## src/rtl/decode.sv

```systemverilog
// RV32I decode stage: registers the fetched instruction and PC, and splits it into
// register addresses, immediate, ALU op, one-hot class and an illegal flag for execute.
module decode #(
  parameter logic [31:0] PC_RESET = 32'h0000_1000
) (
  input  logic        clk,
  input  logic        rst,
  input  logic [31:0] fetch_instr,
  input  logic [31:0] fetch_pc,
  input  logic        clk_en,
  input  logic        stall,
  input  logic        flush,
  output logic [4:0]  rs1_raddr,
  output logic [4:0]  rs2_raddr,
  output logic [31:0] decode_instr,
  output logic [31:0] decode_pc,
  output logic [4:0]  decode_rs1_addr,
  output logic [4:0]  decode_rs2_addr,
  output logic [4:0]  decode_rd_addr,
  output logic [31:0] decode_imm,
  output logic [2:0]  decode_funct3,
  output logic [3:0]  decode_alu_op,
  output logic [10:0] decode_type,
  output logic        decode_valid,
  output logic        decode_illegal,
  output logic        next_clk_en
);

  localparam logic [31:0] NOP = 32'h0000_0013;

  localparam logic [6:0] OP_R      = 7'b0110011;
  localparam logic [6:0] OP_IARITH = 7'b0010011;
  localparam logic [6:0] OP_LOAD   = 7'b0000011;
  localparam logic [6:0] OP_STORE  = 7'b0100011;
  localparam logic [6:0] OP_BRANCH = 7'b1100011;
  localparam logic [6:0] OP_JAL    = 7'b1101111;
  localparam logic [6:0] OP_JALR   = 7'b1100111;
  localparam logic [6:0] OP_LUI    = 7'b0110111;
  localparam logic [6:0] OP_AUIPC  = 7'b0010111;
  localparam logic [6:0] OP_SYSTEM = 7'b1110011;
  localparam logic [6:0] OP_FENCE  = 7'b0001111;

  localparam int T_R = 0, T_IARITH = 1, T_LOAD = 2, T_STORE = 3, T_BRANCH = 4, T_JAL = 5;
  localparam int T_JALR = 6, T_LUI = 7, T_AUIPC = 8, T_SYSTEM = 9, T_FENCE = 10;

  localparam logic [3:0] ALU_ADD = 4'd0, ALU_SUB = 4'd1, ALU_SLL = 4'd2, ALU_SLT = 4'd3;
  localparam logic [3:0] ALU_SLTU = 4'd4, ALU_XOR = 4'd5, ALU_SRL = 4'd6, ALU_SRA = 4'd7;
  localparam logic [3:0] ALU_OR = 4'd8, ALU_AND = 4'd9;

  logic [6:0]  opcode;
  logic [2:0]  funct3;
  logic [6:0]  funct7;
  logic [31:0] imm_i, imm_s, imm_b, imm_u, imm_j;

  logic [10:0] type_d;
  logic        illegal_d;
  logic [3:0]  alu_d;
  logic [31:0] imm_d;
  logic [4:0]  rs1_d, rs2_d, rd_d;

  logic [31:0] instr_q, pc_q, imm_q;
  logic [4:0]  rs1_q, rs2_q, rd_q;
  logic [2:0]  funct3_q;
  logic [3:0]  alu_q;
  logic [10:0] type_q;
  logic        valid_q, illegal_q;

  assign opcode = fetch_instr[6:0];
  assign funct3 = fetch_instr[14:12];
  assign funct7 = fetch_instr[31:25];

  assign imm_i = {{20{fetch_instr[31]}}, fetch_instr[31:20]};
  assign imm_s = {{20{fetch_instr[31]}}, fetch_instr[31:25], fetch_instr[11:7]};
  assign imm_b = {{19{fetch_instr[31]}}, fetch_instr[31], fetch_instr[7],
                  fetch_instr[30:25], fetch_instr[11:8], 1'b0};
  assign imm_u = {fetch_instr[31:12], 12'b0};
  assign imm_j = {{11{fetch_instr[31]}}, fetch_instr[31], fetch_instr[19:12],
                  fetch_instr[20], fetch_instr[30:21], 1'b0};

  // Opcode includes instr[1:0], so compressed encodings fall through to default.
  always_comb begin
    type_d    = '0;
    illegal_d = 1'b0;
    case (opcode)
      OP_R: begin
        type_d[T_R] = 1'b1;
        illegal_d   = !((funct7 == 7'h00) ||
                        (funct7 == 7'h20 && (funct3 == 3'b000 || funct3 == 3'b101)));
      end
      OP_IARITH: begin
        type_d[T_IARITH] = 1'b1;
        illegal_d = (funct3 == 3'b001 && funct7 != 7'h00) ||
                    (funct3 == 3'b101 && funct7 != 7'h00 && funct7 != 7'h20);
      end
      OP_LOAD: begin
        type_d[T_LOAD] = 1'b1;
        illegal_d = (funct3 == 3'b011) || (funct3 == 3'b110) || (funct3 == 3'b111);
      end
      OP_STORE: begin
        type_d[T_STORE] = 1'b1;
        illegal_d = (funct3 >= 3'b011);
      end
      OP_BRANCH: begin
        type_d[T_BRANCH] = 1'b1;
        illegal_d = (funct3 == 3'b010) || (funct3 == 3'b011);
      end
      OP_JAL:    type_d[T_JAL] = 1'b1;
      OP_JALR: begin
        type_d[T_JALR] = 1'b1;
        illegal_d = (funct3 != 3'b000);
      end
      OP_LUI:    type_d[T_LUI]    = 1'b1;
      OP_AUIPC:  type_d[T_AUIPC]  = 1'b1;
      OP_SYSTEM: type_d[T_SYSTEM] = 1'b1;
      OP_FENCE:  type_d[T_FENCE]  = 1'b1;
      default:   illegal_d = 1'b1;
    endcase
    if (illegal_d) type_d = '0;
  end

  // An illegal instruction has no class, so it gets no immediate, no rs2 and no rd.
  always_comb begin
    imm_d = '0;
    if (type_d[T_IARITH] || type_d[T_LOAD] || type_d[T_JALR]) imm_d = imm_i;
    else if (type_d[T_STORE])                                 imm_d = imm_s;
    else if (type_d[T_BRANCH])                                imm_d = imm_b;
    else if (type_d[T_LUI] || type_d[T_AUIPC])                imm_d = imm_u;
    else if (type_d[T_JAL])                                   imm_d = imm_j;
  end

  always_comb begin
    alu_d = ALU_ADD;
    if (type_d[T_R] || type_d[T_IARITH]) begin
      case (funct3)
        3'b000:  alu_d = (type_d[T_R] && funct7[5]) ? ALU_SUB : ALU_ADD;
        3'b001:  alu_d = ALU_SLL;
        3'b010:  alu_d = ALU_SLT;
        3'b011:  alu_d = ALU_SLTU;
        3'b100:  alu_d = ALU_XOR;
        3'b101:  alu_d = funct7[5] ? ALU_SRA : ALU_SRL;
        3'b110:  alu_d = ALU_OR;
        default: alu_d = ALU_AND;
      endcase
    end else if (type_d[T_BRANCH]) begin
      case (funct3[2:1])
        2'b00:   alu_d = ALU_SUB;
        2'b10:   alu_d = ALU_SLT;
        2'b11:   alu_d = ALU_SLTU;
        default: alu_d = ALU_ADD;
      endcase
    end
  end

  always_comb begin
    rs1_d = (type_d[T_LUI] || type_d[T_AUIPC] || type_d[T_JAL]) ? 5'd0 : fetch_instr[19:15];
    rs2_d = (type_d[T_R] || type_d[T_STORE] || type_d[T_BRANCH]) ? fetch_instr[24:20] : 5'd0;
    rd_d  = (illegal_d || type_d[T_STORE] || type_d[T_BRANCH] || type_d[T_FENCE])
            ? 5'd0 : fetch_instr[11:7];
  end

  always_ff @(posedge clk) begin
    if (!rst || (clk_en && flush)) begin
      instr_q   <= NOP;
      rs1_q     <= '0;
      rs2_q     <= '0;
      rd_q      <= '0;
      imm_q     <= '0;
      funct3_q  <= '0;
      alu_q     <= '0;
      type_q    <= '0;
      valid_q   <= 1'b0;
      illegal_q <= 1'b0;
      if (!rst) pc_q <= PC_RESET;
    end else if (clk_en && !stall) begin
      instr_q   <= fetch_instr;
      pc_q      <= fetch_pc;
      rs1_q     <= rs1_d;
      rs2_q     <= rs2_d;
      rd_q      <= rd_d;
      imm_q     <= imm_d;
      funct3_q  <= funct3;
      alu_q     <= alu_d;
      type_q    <= type_d;
      valid_q   <= 1'b1;
      illegal_q <= illegal_d;
    end
  end

  assign rs1_raddr       = fetch_instr[19:15];
  assign rs2_raddr       = fetch_instr[24:20];
  assign next_clk_en     = clk_en && !stall;
  assign decode_instr    = instr_q;
  assign decode_pc       = pc_q;
  assign decode_rs1_addr = rs1_q;
  assign decode_rs2_addr = rs2_q;
  assign decode_rd_addr  = rd_q;
  assign decode_imm      = imm_q;
  assign decode_funct3   = funct3_q;
  assign decode_alu_op   = alu_q;
  assign decode_type     = type_q;
  assign decode_valid    = valid_q;
  assign decode_illegal  = illegal_q;

endmodule
```

## config.mk

```make
export PLATFORM = sky130hd
export DESIGN_NAME = decode
export DESIGN_NICKNAME = d
export VERILOG_FILES = /design/src/rtl/decode.sv
export SDC_FILE = /design/constraint.sdc
export NUM_CORES = 1
export LEC_CHECK = 0
export BUFFER_PORTS_ARGS = -buffer_cell sky130_fd_sc_hd__buf_2
export CORE_MARGIN = 3
export CORE_UTILIZATION = 40
export CTS_CLUSTER_DIAMETER = 50
export DETAILED_ROUTE_END_ITERATION = 16
export GPL_TIMING_DRIVEN = 0
export HOLD_SLACK_MARGIN = 0.02
export PLACE_DENSITY = 0.66
export SLEW_MARGIN = 15
export SYNTH_ARGS = -nofsm -noshare
export SYNTH_HDL_FRONTEND = slang
export SYNTH_SLANG_ARGS = --single-unit
```

## constraint.sdc

```tcl
create_clock -name clk -period 4.95 [get_ports clk]
set_input_delay 0.99 -clock clk [delete_from_list [all_inputs] [get_ports clk]]
set_output_delay 0.99 -clock clk [all_outputs]
set_load 0.01 [all_outputs]
```

==> impl_results.md <==
- Req. time, crit path: 3.96 ns
- Status: finished clean
- Largest fanout on the critical path: 10
- Vias: 5229
- Compound-gate portion of the synthesized area: 0.1770
- Rel. slew slack: 0.3335
- HPWL after detailed placement: 13500 um
- Chip Width: 120.7 um
- Initial antenna violation count: 0
- Final Max Tran Viols: 0
- Post-placement cell area: 0.006539 mm^2
- DRC errors left: 0
- Startpoint types: primary input
- Hold Path End: decode_rs1_addr[4]
- Die Height: 120.7 um
- Asr flop ratio synth: 0
- Skew final: 0 ns
- Worst Max-Slew Pin Slew: 0.9922 ns
- Core area: 0.01272 mm^2
- Pin count of the biggest net entering global routing: 25
- R2R cell count: 1
- CTS Buf Count: 17
- DRT iter0 DRCs: 341
- Worst reg2reg setup slack: 4.23 ns
- Clk pin slew, worst setup/hold paths: 0.05 ns
- Synth area leader: dfxtp_1
- Vias in the first global route: 5120
- Proportion of synthesized area in mux cells: 0
- Clk root buf: clkbuf_16
- Pre-CTS setup slack: 1.163 ns
- Final worst path period need: 3.816 ns
- Yosys top cell area share: 0.3655
- Most common library cells after synthesis: nand2_1, dfxtp_1, a21oi_1
- FP Rows: 41
- Hold WC Path Type: flip-flop to flip-flop
- DRT Pass-1 Iters: 5
- Critical Path AT: 2.83 ns
- RR Endpoint: decode_imm[4]
- Fin crit share: 0.7710
- Hold Path Origin: decode_rs1_addr[4]
- Cell with the most instances after synthesis: nand2_1
- PortBufs: 205
- Final setup viols: 0
- Gate Count Post-Synth: 586
- Fin. Hold Viols: 0
- Post-CTS Resized: 0
- RSZ-0062 raised after global routing: no
- Post-synth EDFFs: 32
- Setup Buffers After CTS: 0
- Register area share after synthesis: 0.5482
- Total of fill cells in the finished design: 1237
- Total Wirelength: 17900 um
- CTS max path bufs: 2
- Post-Synth Simple-Gate Area: 0.2146
- Post-DRT Antenna Nets: 0
- Per-cell routed wire length: 17.97 um
- Initial Util: 0.4134
- Worst Path Class, Setup: primary input to primary output
- Cts hold-fix bufs: 0
- Synth Area in Adders: 0
- Reg area: 0.002883 mm^2
- Post-synthesis average cell area: 8.974 um^2
- Skew-Pair Late Insertion Delay: 0.41 ns
- Yosys warning count: 0
- Synth Register Bits: 128
- XOR/XNOR Fraction of Synth Area: 0.001665
- Via density per instance: 5.250
- Max-Cap Viols: 0
- CTS H-tree lvls: 4
- Die area: 0.01456 mm^2
- Final Cell Area: 0.007088 mm^2
- Net Count, Synth: 655
- Distinct cells, synth: 49
- Total global-route track usage: 0.2438
- Leakage: 3.188 nW
- Top cells by area, synth: dfxtp_1, edfxtp_1, nand2_1
- Ys flop type: dfxtp_1
- Largest family of logic cells by synthesized area: simple AND/OR/NAND/NOR gates
- NumNets Final: 880
- Ant diodes: 0
- Syn Std Cell Area: 0.005259 mm^2
- I/O Pins: 211
- CTS tree: yes
- Reg2Reg Launch Point: decode_imm[4]
- Fraction of layout instances using a drive strength above 1: 0.3143
- Area Growth Syn to Fin: 34.78%
- First-pass GRT wire length: 27340 um
- Placer Congestion: 0.9218
- Achievable clock frequency: 262.0 MHz
- Hold depth: 2
- CP Capture Type: primary output
- Maximum VDD drop: 192.0 uV
- Slack of the critical path: 1.134 ns
- Pwr/cell area: 362.2 mW/mm^2
- Multi-input logic area: 0.002079 mm^2
- Clock Sinks: 128
- Gr ovfl total: 0
final cells by class:
cell class	instances	share of cell area
Buffer	58	0.04078
Clock buffer	27	0.06955
Clock inverter	5	0.007944
Inverter	5	0.002648
Multi-Input combinational cell	395	0.2934
Sequential cell	128	0.4067
Tap cell	172	0.03036
Timing Repair Buffer	206	0.1486
logic make-up (layout without fill, tap and decap cells):
family / after synthesis / in the layout
xor gates and xnor gates: 1 / 1
AOI/OAI and AO/OA: 150 / 150
buffers and inverters: 63 / 301
DFF: 128 / 128
and+or+nand+nor: 244 / 244
power by group:
group / leakage, nW / switching (mW) / internal, mW
logic: 1.83 / 0.176 / 0.0989
registers: 1.09 / 0.0147 / 1.12
clock network: 0.266 / 0.429 / 0.729
total: 3.19 / 0.620 / 1.95
critical path: stages:
cell and delay [ns]:
buf_2 0.11, nand2b_1 0.13, clkbuf_1 0.21, inv_1 0.21, clkbuf_1 0.36, buf_1 0.56, buf_2 0.25
how the worst max path moves through the flow:
stage | from | endpoint | slack (ns)
2_1_floorplan | stall | decode_pc[0] | 0.45
3_3_place_gp | stall | decode_pc[8] | -0.81
3_5_place_dp | stall | next_clk_en | 1.16
4_1_cts | stall | next_clk_en | 1.17
5_1_grt | stall | next_clk_en | 0.95
6_report | stall | next_clk_en | 1.13
cells in the final DEF, fill, tap and decap left out, types with 2 or more instances in the layout:
master and count:
a21o_1 5, a21oi_1 71, a221oi_1 2, a22o_1 6, a22oi_1 15, a32oi_1 2, a41oi_1 5, and2_1 4
and3_1 35, buf_1 7, buf_2 211, buf_4 13, buf_6 2, clkbuf_1 37, clkbuf_16 17, clkbuf_8 3
clkinv_2 2, dfxtp_1 96, edfxtp_1 32, inv_1 5, nand2_1 121, nand2b_1 7, nand3_1 14, nand4_1 5
nor2_1 32, nor2b_1 5, nor3_1 11, nor4_1 2, o21ai_0 27, or3_1 3
layer usage:
metal	global-route usage	part of all wire
met5	0	0
met4	0.1013	0.030
met3	0.07484	0.094
met2	0.4045	0.47
met1	0.2940	0.40
metrics by stage:
stage / setup TNS, ns / power [mW] / instances / hold WS, ns / util
4_1_cts: 0 / 2.590 / 996 / 0.4505 / 0.5571
3_3_place_gp: -25.77 / 1.423 / 963 / 0.4333 / 0.5109
5_1_grt: 0 / 2.660 / 996 / 0.4678 / 0.5571
3_5_place_dp: 0 / 1.429 / 964 / 0.4396 / 0.5140
2_1_floorplan: 0 / 1.295 / 586 / 0.4761 / -
6_report: 0 / 2.568 / 996 / 0.4498 / 0.5571
state kept, by name, indices dropped and copies added, names as in the netlist:
signal           cells
decode_instr        32
decode_illegal       1
decode_rs2_addr      5
decode_pc           32
decode_rd_addr       5
decode_type         11
decode_rs1_addr      5
decode_alu_op        4
decode_imm          32
decode_valid         1
(Power assumes the default switching activity.)
